===== src/rtl/ddr_line_writer.sv =====
`default_nettype none
// ============================================================================
// Module   : ddr_line_writer
// Purpose  : Takes each completed 256-bit line from the line assembler and
//            writes it to DDR3 as one single-beat 32-byte AXI4 write. Line
//            addresses advance linearly through a circular window of
//            DEPTH_LINES lines starting at BASE_ADDR.
// Ports    : axi_clk, rst (async, active high)
//            line_data/line_valid/line_ready  - line input (valid is a pulse)
//            m_aw*, m_w*, m_b*                 - AXI4 write master
//            lines_written                     - count of completed writes
//            overflow, bresp_err               - sticky error flags
// Revision : 1.0 - initial release
// ============================================================================
module ddr_line_writer #(
    parameter int                ADDR_W      = 32,
    parameter logic [ADDR_W-1:0] BASE_ADDR   = '0,
    parameter int                DEPTH_LINES = 1024,
    parameter int                ID_W        = 4
) (
    input  logic              axi_clk,
    input  logic              rst,
    // line input
    input  logic [255:0]      line_data,
    input  logic              line_valid,
    output logic              line_ready,
    // AXI4 write address channel
    output logic [ID_W-1:0]   m_awid,
    output logic [ADDR_W-1:0] m_awaddr,
    output logic [7:0]        m_awlen,
    output logic [2:0]        m_awsize,
    output logic [1:0]        m_awburst,
    output logic              m_awvalid,
    input  logic              m_awready,
    // AXI4 write data channel
    output logic [255:0]      m_wdata,
    output logic [31:0]       m_wstrb,
    output logic              m_wlast,
    output logic              m_wvalid,
    input  logic              m_wready,
    // AXI4 write response channel
    input  logic [ID_W-1:0]   m_bid,
    input  logic [1:0]        m_bresp,
    input  logic              m_bvalid,
    output logic              m_bready,
    // status
    output logic [31:0]       lines_written,
    output logic              overflow,
    output logic              bresp_err
);

    localparam logic [1:0] c_st_idle = 2'd0;
    localparam logic [1:0] c_st_send = 2'd1;
    localparam logic [1:0] c_st_resp = 2'd2;

    localparam logic [ADDR_W-1:0] c_line_bytes = ADDR_W'(32);
    // Address of the last line in the window; the pointer wraps after it.
    localparam logic [ADDR_W-1:0] c_last_addr =
        BASE_ADDR + ADDR_W'((DEPTH_LINES - 1) * 32);

    logic [1:0]        r_state;
    logic              r_line_ready;
    logic              r_awvalid;
    logic              r_wvalid;
    logic              r_bready;
    logic              r_aw_done;
    logic              r_w_done;
    logic [ADDR_W-1:0] r_ptr;
    logic [255:0]      r_data;
    logic [31:0]       r_lines_written;
    logic              r_overflow;
    logic              r_bresp_err;

    logic w_aw_fire;
    logic w_w_fire;
    logic w_aw_done_nxt;
    logic w_w_done_nxt;

    // Response ID carries no information since every request uses ID 0.
    logic w_unused_bid;
    assign w_unused_bid = ^m_bid;

    assign w_aw_fire     = r_awvalid & m_awready;
    assign w_w_fire      = r_wvalid & m_wready;
    // Done flags including a handshake happening on this edge, so that
    // both channels completing together move straight on to RESP.
    assign w_aw_done_nxt = r_aw_done | w_aw_fire;
    assign w_w_done_nxt  = r_w_done | w_w_fire;

    always_ff @(posedge axi_clk or posedge rst) begin
        if (rst) begin
            r_state         <= c_st_idle;
            r_line_ready    <= 1'b1;
            r_awvalid       <= 1'b0;
            r_wvalid        <= 1'b0;
            r_bready        <= 1'b0;
            r_aw_done       <= 1'b0;
            r_w_done        <= 1'b0;
            r_ptr           <= BASE_ADDR;
            r_data          <= '0;
            r_lines_written <= '0;
            r_overflow      <= 1'b0;
            r_bresp_err     <= 1'b0;
        end else begin
            case (r_state)
                c_st_idle: begin
                    if (line_valid) begin
                        r_data       <= line_data;
                        r_awvalid    <= 1'b1;
                        r_wvalid     <= 1'b1;
                        r_line_ready <= 1'b0;
                        r_state      <= c_st_send;
                    end
                end

                c_st_send: begin
                    // Busy: any arriving line is lost.
                    if (line_valid) begin
                        r_overflow <= 1'b1;
                    end
                    if (w_aw_fire) begin
                        r_awvalid <= 1'b0;
                    end
                    if (w_w_fire) begin
                        r_wvalid <= 1'b0;
                    end
                    if (w_aw_done_nxt && w_w_done_nxt) begin
                        r_aw_done <= 1'b0;
                        r_w_done  <= 1'b0;
                        r_bready  <= 1'b1;
                        r_state   <= c_st_resp;
                    end else begin
                        r_aw_done <= w_aw_done_nxt;
                        r_w_done  <= w_w_done_nxt;
                    end
                end

                c_st_resp: begin
                    if (line_valid) begin
                        r_overflow <= 1'b1;
                    end
                    if (m_bvalid) begin
                        r_bready        <= 1'b0;
                        r_lines_written <= r_lines_written + 32'd1;
                        if (m_bresp != 2'b00) begin
                            r_bresp_err <= 1'b1;
                        end
                        // No retry: the pointer moves on even after an error.
                        if (r_ptr == c_last_addr) begin
                            r_ptr <= BASE_ADDR;
                        end else begin
                            r_ptr <= r_ptr + c_line_bytes;
                        end
                        r_line_ready <= 1'b1;
                        r_state      <= c_st_idle;
                    end
                end

                default: begin
                    r_state      <= c_st_idle;
                    r_line_ready <= 1'b1;
                    r_awvalid    <= 1'b0;
                    r_wvalid     <= 1'b0;
                    r_bready     <= 1'b0;
                    r_aw_done    <= 1'b0;
                    r_w_done     <= 1'b0;
                end
            endcase
        end
    end

    assign line_ready    = r_line_ready;

    assign m_awid        = '0;
    assign m_awaddr      = r_ptr;
    assign m_awlen       = 8'd0;
    assign m_awsize      = 3'b101;
    assign m_awburst     = 2'b01;
    assign m_awvalid     = r_awvalid;

    assign m_wdata       = r_data;
    assign m_wstrb       = '1;
    assign m_wlast       = 1'b1;
    assign m_wvalid      = r_wvalid;

    assign m_bready      = r_bready;

    assign lines_written = r_lines_written;
    assign overflow      = r_overflow;
    assign bresp_err     = r_bresp_err;

endmodule
`default_nettype wire


===== config.mk =====
export PLATFORM = sky130hd
export DESIGN_NAME = ddr_line_writer
export DESIGN_NICKNAME = d
export VERILOG_FILES = /design/src/rtl/ddr_line_writer.sv
export SDC_FILE = /design/constraint.sdc
export NUM_CORES = 1
export LEC_CHECK = 0
export ABC_AREA = 1
export CORE_AREA = 2 2 251 253
export DETAILED_ROUTE_END_ITERATION = 16
export DIE_AREA = 0 0 253 255
export SKIP_CTS_REPAIR_TIMING = 1
export SLEW_MARGIN = 30
export SYNTH_ARGS = -nofsm -noshare
export SYNTH_HDL_FRONTEND = slang
export SYNTH_SLANG_ARGS = --single-unit
export TNS_END_PERCENT = 20

===== constraint.sdc =====
create_clock -name axi_clk -period 19.7 [get_ports axi_clk]
set_clock_uncertainty 0.05 [all_clocks]
set_input_delay 1.97 -clock axi_clk [delete_from_list [all_inputs] [get_ports axi_clk]]
set_output_delay 1.97 -clock axi_clk [all_outputs]
set_load 0.03 [all_outputs]

==> flow_summary.ini <==
[global_routing]
grt_pass1_vias = 10276
track_usage = 0.127
antenna_found_initial = 4
overflow = 0
grt_max_degree = 113
grt_pass1_wl_microns = 63300

[routing]
dr.pass1.iters = 5
vias = 10186
wire_per_inst_microns = 17.5
finalWirelength_microns = 43800
drcViolationCount = 0
antenna_left = 0
drt-initial-drc-count = 567
viasPerCell = 4.06

[pwr]
power_density_nw_per_um2 = 171
peakVddDrop_mv = 0.0817
leakagePower_nw = 10.1
p_comb_frac = 0.504
p_total_mw = 3.80
pwr-share-seq = 0.302
swShare = 0.385
clock_power_share = 0.194
p_sw_mw = 1.46
p_int_mw = 2.34

[die]
ioPinCount = 644
die_area_sq_um = 64500
initial_core_util = 0.234
die_y_microns = 255
rows = 92
die_w_microns = 253
coreArea_sq_um = 62200

[placement]
postPlaceCellArea_sq_um = 20900
place.port_buffers = 584
place_hpwl_microns = 32300
place.gp.congestion = 0.825

[clock_network]
cts-htree-levels = 2
clock-sinks = 325
clkTransAtPathRegs_ns = 0.06
cts_buffers = 39
clock_latency_ns = 0.55
cts_tree = done
cts.path.max_buffers = 3
cts_root_buf = clkbuf_16

[hold_path]
hold_path.class = register to register

[synthesis]
synth_warnings = 0
synth-main-ff-cell = dfrtp_1
yosysTopAreaCellShare = 0.558
netlist_top_cells_count = dfrtp_1, mux2_4, nand2_1
post-synth-top-count-cell = dfrtp_1
ys_seq_elements = 325
synth_area_leaders = dfrtp_1, mux2_4, nand2_1
yosys.area.top_type = dfrtp_1
synth_area_sq_um = 14500
syn_area_per_cell_sq_um = 13.4
synth_edf_count = 0
netlist_instances = 1083
ys_seq_area_frac = 0.560
async_flop_share = 1.00
synth_cell_type_count = 32

[setup_path]
critPathRequiredTime_ns = 20.07
critical_path.startpoint_type = input port
cp_max_fo = 112
cp.arrival_ns = 4.61
slowest_delay_ns = 0.70
critPathKind = input port to register
critPathSlowestCell = nand2_8
worst_setup_path_end_kind = register
path_cells = clkdlybuf4s50_1 > nand2_8 > buf_12 > mux2_2

[sta]
relSlewSlack = 0.347
period_share = 0.215
finalMaxSlewViolations = 0
tightest_slew_ns = 0.980
whs_ns = 0.422
hold_viol_final = 0
max_freq_mhz = 236
setup_viol = 0
period_needed_ns = 4.23
rsz0062_at_grt = no
tns_ns = 0

[layout]
fin_nets = 1955
post-route-cell-area_sq_um = 22200
area_delta_synth_final_pct = 53.1
drive_gt1_frac = 0.188

[run_status]
status = finished, final reports clean

[flow_run]
drv_cap = 0
## through the flow
| step | instances | util | setup WS (ns) |
|---|---|---|---|
| 2_1_floorplan | 1136 | - | 8.68 |
| 6_report | 2510 | 0.358 | 15.47 |
| 3_3_place_gp | 2440 | 0.337 | 14.74 |
| 3_5_place_dp | 2440 | 0.337 | 14.87 |
| 5_1_grt | 2509 | 0.358 | 15.41 |
| 4_1_cts | 2509 | 0.358 | 15.48 |
## layout by cell type (no fill, tap or decap), types with 3 or more instances in the layout
cell type,synthesis,routed
clkdlybuf4s50_1,0,584
dfrtp_1,324,324
mux2_4,200,200
nand2_1,127,127
inv_1,76,75
nor2_1,63,63
conb_1,2,55
nand3_1,42,42
clkbuf_16,0,40
mux2_2,36,36
xor2_1,23,23
mux2_1,20,20
nand4_1,16,16
xnor2_1,13,13
nor3_1,9,9
clkbuf_1,0,9
clkbuf_8,0,9
nor2_2,8,8
clkinv_2,1,6
o21ai_0,5,5
ha_1,5,5
a21oi_1,4,4
o22ai_1,4,4
nor2_4,4,4
o21bai_1,3,3
nand3b_1,3,3
bufinv_16,0,3
buf_6,27,3
## sequential cells by signal, indices dropped and copies added, names as in the netlist
register	cells
line_ready	1
m_awaddr	27
m_wdata	256
bresp_err	1
m_wvalid	1
r_state	2
r_w_done	1
m_awvalid	1
overflow	1
r_aw_done	1
m_bready	1
lines_written	32
## path summary, 6_finish.rpt
| path | slack, ns | depth (start not counted) | startpoint | end |
|---|---|---|---|---|
| max in group asynchronous | 15.93 | 4 | rst | m_wdata[139] |
| worst min-delay path | 0.42 | 1 | overflow | overflow |
| worst max register to register | 16.83 | 5 | r_state[0] | m_wdata[18] |
| min in group asynchronous | 1.87 | 2 | rst | m_wdata[56] |
| worst max-delay path | 15.47 | 4 | line_valid | m_wdata[18] |
| worst min register to register | 0.42 | 1 | overflow | overflow |
## metal layers
layer,track usage,up-vias,share of wire
met3,0.0386,64,0.083
li1,-,4683,-
met5,0,-,0.00037
met4,0.0382,2,0.023
met2,0.215,434,0.50
met1,0.154,5003,0.40
## critical path, delay by kind of cell
kind | cells | cell delay, ns
buffers and inverters | 2 | 1.19
and+or+nand+nor | 1 | 0.70
muxes | 1 | 0.42
## final cells by class
| class | count | area [sq um] |
|---|---|---|
| Antenna cell | 1 | 2.50 |
| Clock buffer | 58 | 1160 |
| Clock inverter | 11 | 149 |
| Fill cell | 6055 | 39900 |
| Inverter | 77 | 298 |
| Multi-Input combinational cell | 649 | 5590 |
| Sequential cell | 325 | 8130 |
| Tap cell | 799 | 1000 |
| Timing Repair Buffer | 590 | 5910 |
## power groups by stage
stage | clock (mW) | sequential (mW) | combinational (mW)
global route | 0.791 | 1.18 | 2.00
CTS | 0.763 | 1.15 | 1.94
detailed placement | 0 | 1.15 | 1.93
finish | 0.737 | 1.15 | 1.92
global placement | 0 | 1.14 | 1.92
floorplan | 0 | 1.68 | 0.621
## logic make-up after synthesis
kind of cell / Yosys count / share of synthesized area
other: 2 / 0.000517
adders and majority gates: 5 / 0.00431
AOI/OAI and AO/OA: 20 / 0.00861
muxes: 256 / 0.250
and+or+nand+nor: 277 / 0.0846
buffers and inverters: 162 / 0.0704
xor gates and xnor gates: 36 / 0.0217
DFF: 325 / 0.560
No activity file was read; power rests on OpenSTA's default activity.
